$ cat src/rtl/aes_xif_scheduler.sv
// aes_xif_scheduler: in-order queue between CV-X-IF offload and a shared AES round engine
module aes_xif_scheduler #(
    parameter int X_ID_WIDTH = 4,
    parameter int DEPTH      = 4,
    parameter int OP_WIDTH   = 3
) (
    input  logic                        clk_i,
    input  logic                        rst_i,
    input  logic                        issue_valid_i,
    output logic                        issue_ready_o,
    input  logic [X_ID_WIDTH-1:0]       issue_id_i,
    input  logic [OP_WIDTH-1:0]         issue_op_i,
    input  logic [31:0]                 issue_rs1_i,
    input  logic [31:0]                 issue_rs2_i,
    input  logic [4:0]                  issue_rd_i,
    input  logic                        commit_valid_i,
    input  logic [X_ID_WIDTH-1:0]       commit_id_i,
    input  logic                        commit_kill_i,
    output logic                        eng_start_o,
    output logic [OP_WIDTH-1:0]         eng_op_o,
    output logic [31:0]                 eng_rs1_o,
    output logic [31:0]                 eng_rs2_o,
    input  logic                        eng_done_i,
    input  logic [31:0]                 eng_result_i,
    output logic                        result_valid_o,
    input  logic                        result_ready_i,
    output logic [X_ID_WIDTH-1:0]       result_id_o,
    output logic [4:0]                  result_rd_o,
    output logic [31:0]                 result_data_o,
    output logic [$clog2(DEPTH):0]      occupancy_o
);
    localparam int AW = $clog2(DEPTH);
    localparam int PW = AW + 1;

    typedef enum logic [1:0] {IDLE, START, BUSY, RESP} state_t;
    state_t state, state_nxt;

    logic [PW-1:0]         rptr, wptr, occ;
    logic [AW-1:0]         head, hit_idx;
    logic [X_ID_WIDTH-1:0] e_id  [DEPTH];
    logic [OP_WIDTH-1:0]   e_op  [DEPTH];
    logic [31:0]           e_rs1 [DEPTH];
    logic [31:0]           e_rs2 [DEPTH];
    logic [4:0]            e_rd  [DEPTH];
    logic [DEPTH-1:0]      e_cmt, e_kil;
    logic [31:0]           res_q;
    logic                  full, push, pop, kill_pop, resp_pop, hit, new_hit, head_valid;

    assign occ            = wptr - rptr;
    assign occupancy_o    = occ;
    assign full           = occ == PW'(DEPTH);
    assign issue_ready_o  = !full;
    assign push           = issue_valid_i && !full;
    assign head           = rptr[AW-1:0];
    assign head_valid     = occ != '0;
    assign pop            = kill_pop || resp_pop;
    assign eng_op_o       = e_op[head];
    assign eng_rs1_o      = e_rs1[head];
    assign eng_rs2_o      = e_rs2[head];
    assign result_valid_o = state == RESP;
    assign result_id_o    = e_id[head];
    assign result_rd_o    = e_rd[head];
    assign result_data_o  = res_q;

    // Oldest uncommitted in-flight entry with a matching ID, scanned from the head
    always_comb begin
        hit     = 1'b0;
        hit_idx = '0;
        for (int k = 0; k < DEPTH; k++) begin
            if (!hit && PW'(k) < occ && !e_cmt[head + AW'(k)] && e_id[head + AW'(k)] == commit_id_i) begin
                hit     = 1'b1;
                hit_idx = head + AW'(k);
            end
        end
    end

    // IDs are unique in flight, so an in-queue match excludes the entry being pushed
    assign new_hit = commit_valid_i && !hit && push && issue_id_i == commit_id_i;

    always_comb begin
        state_nxt   = state;
        eng_start_o = 1'b0;
        kill_pop    = 1'b0;
        resp_pop    = 1'b0;
        case (state)
            IDLE: begin
                if (head_valid && e_cmt[head]) begin
                    kill_pop  = e_kil[head];
                    state_nxt = e_kil[head] ? IDLE : START;
                end
            end
            START: begin
                eng_start_o = 1'b1;
                state_nxt   = BUSY;
            end
            BUSY: state_nxt = eng_done_i ? RESP : BUSY;
            RESP: begin
                resp_pop  = result_ready_i;
                state_nxt = result_ready_i ? IDLE : RESP;
            end
            default: state_nxt = IDLE;
        endcase
    end

    always_ff @(posedge clk_i) begin
        if (rst_i) begin
            state <= IDLE;
            rptr  <= '0;
            wptr  <= '0;
            res_q <= '0;
            e_cmt <= '0;
            e_kil <= '0;
            for (int i = 0; i < DEPTH; i++) begin
                e_id[i]  <= '0;
                e_op[i]  <= '0;
                e_rs1[i] <= '0;
                e_rs2[i] <= '0;
                e_rd[i]  <= '0;
            end
        end else begin
            state <= state_nxt;
            if (state == BUSY && eng_done_i)
                res_q <= eng_result_i;
            if (commit_valid_i && hit) begin
                e_cmt[hit_idx] <= 1'b1;
                e_kil[hit_idx] <= commit_kill_i;
            end
            if (push) begin
                e_id[wptr[AW-1:0]]  <= issue_id_i;
                e_op[wptr[AW-1:0]]  <= issue_op_i;
                e_rs1[wptr[AW-1:0]] <= issue_rs1_i;
                e_rs2[wptr[AW-1:0]] <= issue_rs2_i;
                e_rd[wptr[AW-1:0]]  <= issue_rd_i;
                e_cmt[wptr[AW-1:0]] <= new_hit;
                e_kil[wptr[AW-1:0]] <= new_hit && commit_kill_i;
                wptr                <= wptr + 1'b1;
            end
            if (pop)
                rptr <= rptr + 1'b1;
        end
    end
endmodule
$ cat config.mk
export PLATFORM = sky130hd
export DESIGN_NAME = aes_xif_scheduler
export DESIGN_NICKNAME = d
export VERILOG_FILES = /design/src/rtl/aes_xif_scheduler.sv
export SDC_FILE = /design/constraint.sdc
export NUM_CORES = 1
export LEC_CHECK = 0
export BUFFER_PORTS_ARGS = -buffer_cell sky130_fd_sc_hd__buf_2
export CORE_MARGIN = 2
export CORE_UTILIZATION = 57
export CTS_CLUSTER_SIZE = 14
export DETAILED_ROUTE_END_ITERATION = 16
export PLACE_DENSITY = 0.8
export SLEW_MARGIN = 5
export SYNTH_ARGS = -nofsm -noshare
export SYNTH_HDL_FRONTEND = slang
export SYNTH_SLANG_ARGS = --single-unit
$ cat constraint.sdc
create_clock -name clk_i -period 9.5 [get_ports clk_i]
set_input_delay 0.95 -clock clk_i [delete_from_list [all_inputs] [get_ports clk_i]]
set_output_delay 0.95 -clock clk_i [all_outputs]
set_load 0.02 [all_outputs]
==> results.yml <==
status:
  status: "completed"
synthesis:
  ys_types: 57
  synth-edff-count: 304
  synth.most_common_cell: "and2_1"
  ys_top_cells_by_count: "308 x and2_1, 304 x edfxtp_1, 81 x mux4_2"
  ys_ff_latch: 354
  synth_top_cell_by_area: "edfxtp_1"
  netlist_area_sq_um: 15900
  syn_inst: 1062
  yosysSeqAreaShare: 0.636
  syn_nets: 1188
  synth.avg_cell_area_sq_um: 15.0
  yosysTopAreaCellShare: 0.573
  synthArstFlopShare: 0
  yosys_warnings: 0
  netlist_top_cells_area: "edfxtp_1 57%, and2_1 12%, mux4_2 11%"
  synth_top_flop_cell: "edfxtp_1"
floorplanning:
  die-height_um: 171
  die_w_um: 171
  core-area_sq_um: 27600
  num_rows: 61
  dieArea_sq_um: 29300
  start_util: 0.577
  io_pins: 233
critical_path:
  crit_arrival_ns: 4.81
  crit_path_frequent_cell: "buf_4"
  cp_slowest_stage_delay_ns: 0.76
  r2r_start: "wptr[0]"
  cp-startpoint: "wptr[0]"
  required_ns: 9.64
  cpMaxStageDelayCell: "buf_4"
  path_max_fanout: 77
  worst-path-buf-inv: 3
  crit_type: "reg -> reg"
  cp-end-kind: "register"
  crit_chain: "inv_1 -> ha_1 -> fa_1 -> xnor3_2 -> o31a_1 -> nand2b_1 -> nor3_2 -> buf_4 -> or2_4 -> buf_4"
  path_delay_family: "buffers and inverters"
  start_kind: "register"
clock_tree:
  clkLatencyLatePin_ns: 0.54
  cts_tree: "yes"
  cts_setup_buffers: 0
  root_buffer: "clkbuf_16"
  path_clk_slew_ns: 0.06
  cts_max_level: 2
  cts_buffers: 37
  cts-resized-gates: 0
  clockBufferDepth: 3
  cts_hold_buffers: 0
  cts.sink_count: 354
cells_and_area:
  area_delta_synth_final_pct: 16.1
  seqCellArea_sq_um: 10100
  nets: 1399
  finalNonFillerCells: 1687
  drive_above_1_share: 0.302
  multi_input_area_sq_um: 5490
  num-fill-cells: 1973
placed_design:
  place_ws_ns: 4.82
  io_buffers: 232
  dp.final_hpwl_um: 20000
  dp.cells: 1612
  place.gp.congestion: 0.795
detailed_routing:
  drt_iter0_markers: 671
  drc: 0
  drt_pass1_iterations: 5
  ant_nets: 0
  num_vias: 9398
  vias_per_cell: 5.57
  finalWirelength_um: 33700
  wire_per_inst_um: 19.9
global_routing:
  overflow: 0
  grt_antenna_before_repair: 11
  grt_use_total: 0.230
  grt_first_pass_wirelength_um: 51000
  grt_max_degree: 78
  grt_pass1_vias: 9326
timing:
  fin_skew_ns: 0.0204
  tightest_slew_ns: 1.15
  period_needed_ns: 4.67
  slew_headroom: 0.234
  slew_viol_final: 0
  fmax_mhz: 214
  period_share: 0.492
  final.setup.worst_slack_ns: 4.83
  rsz0062_at_grt: "no"
  hold_viol_final: 0
  setup_tns_ns: 0
  setup_viol: 0
pwr:
  p_leak_uw: 0.00705
  vdd_drop_max_mv: 0.188
  p_per_area_nw_per_um2: 185
min_path:
  hp-class: "reg -> reg"
  hold_start: "result_data_o[19]"
run:
  max-cap-violations: 0
-- state kept, by name (all words and copies together) (netlist names), named ones only --
register	flops
e_rs1	128
e_rs2	128
result_data_o	32
e_rd	20
e_id	16
e_op	12
e_cmt	4
e_kil	4
rptr	3
wptr	3
state	2
-- power by group --
group / internal (uW) / leakage, uW / switching (uW)
combinational: 115 / 0.00295 / 183
sequential: 1790 / 0.00356 / 28.5
clock: 745 / 0.000531 / 572
-- cells by family (layout without fill, tap and decap cells) --
logic type,after synthesis,after routing,synth area share
buf+inv,79,317,0.0223
mux,94,94,0.135
simple gates,437,437,0.159
other cells,0,9,0
fa+ha+maj,7,7,0.00597
xor+xnor,24,24,0.0141
compound gates,67,67,0.0285
flops,354,354,0.636
-- layout by cell type, fill, tap and decap left out, types with 3 or more instances in the layout --
| cell type | n |
|---|---|
| and2_1 | 308 |
| ha_1 | 6 |
| o21ai_0 | 3 |
| nand3b_1 | 3 |
| inv_1 | 7 |
| nand4_1 | 3 |
| diode_2 | 9 |
| nor2_1 | 16 |
| clkinv_1 | 12 |
| mux4_2 | 81 |
| mux4_1 | 12 |
| and3_1 | 3 |
| buf_2 | 232 |
| nand3_1 | 4 |
| nor3_1 | 3 |
| nor3_2 | 5 |
| or2_4 | 3 |
| buf_4 | 12 |
| clkbuf_16 | 38 |
| edfxtp_1 | 304 |
| clkbuf_1 | 10 |
| nand2_1 | 73 |
| a21oi_1 | 39 |
| xor2_1 | 8 |
| dfxtp_1 | 48 |
| xnor2_1 | 15 |
| nand2b_1 | 4 |
-- layout make-up --
cell class	instances	share of cell area
timing repair buffer	244	0.0676
multi-input combinational	629	0.297
sequential	354	0.548
inverter	7	0.00142
clock inverter	17	0.00534
clock buffer	49	0.0542
antenna	9	0.00122
tap	378	0.0256
-- tightest hold or removal path, cell delays in order (launching register included) --
cell and delay [ns]:
dfxtp_1 0.30, nand2_1 0.05, a21oi_1 0.05
-- worst paths after layout --
path | cells after the start | slack, ns | endpoint
worst min register to register | 2 | 0.45 | result_data_o[19]
worst max register to register | 10 | 4.83 | e_rs2[0][29]
worst max-delay path | 10 | 4.83 | e_rs2[0][29]
worst min-delay path | 2 | 0.45 | result_data_o[19]
-- metal layers --
metal,global-route usage,part of all wire,vias up
met1,0.296,0.39,4663
met4,0.0634,0.016,4
met2,0.397,0.51,348
li1,-,-,4334
met5,0,0.00062,-
met3,0.0511,0.084,49
-- through the flow --
step	util	hold slack (ns)	total power [uW]	area, sq um
after floorplan	-	0.471	2020	15900
after global placement	0.629	0.439	2140	17400
after detailed placement	0.629	0.443	2150	17400
after CTS	0.669	0.451	3460	18500
after global routing	0.669	0.468	3550	18500
final	0.670	0.451	3430	18500
(Power assumes the default switching activity.)
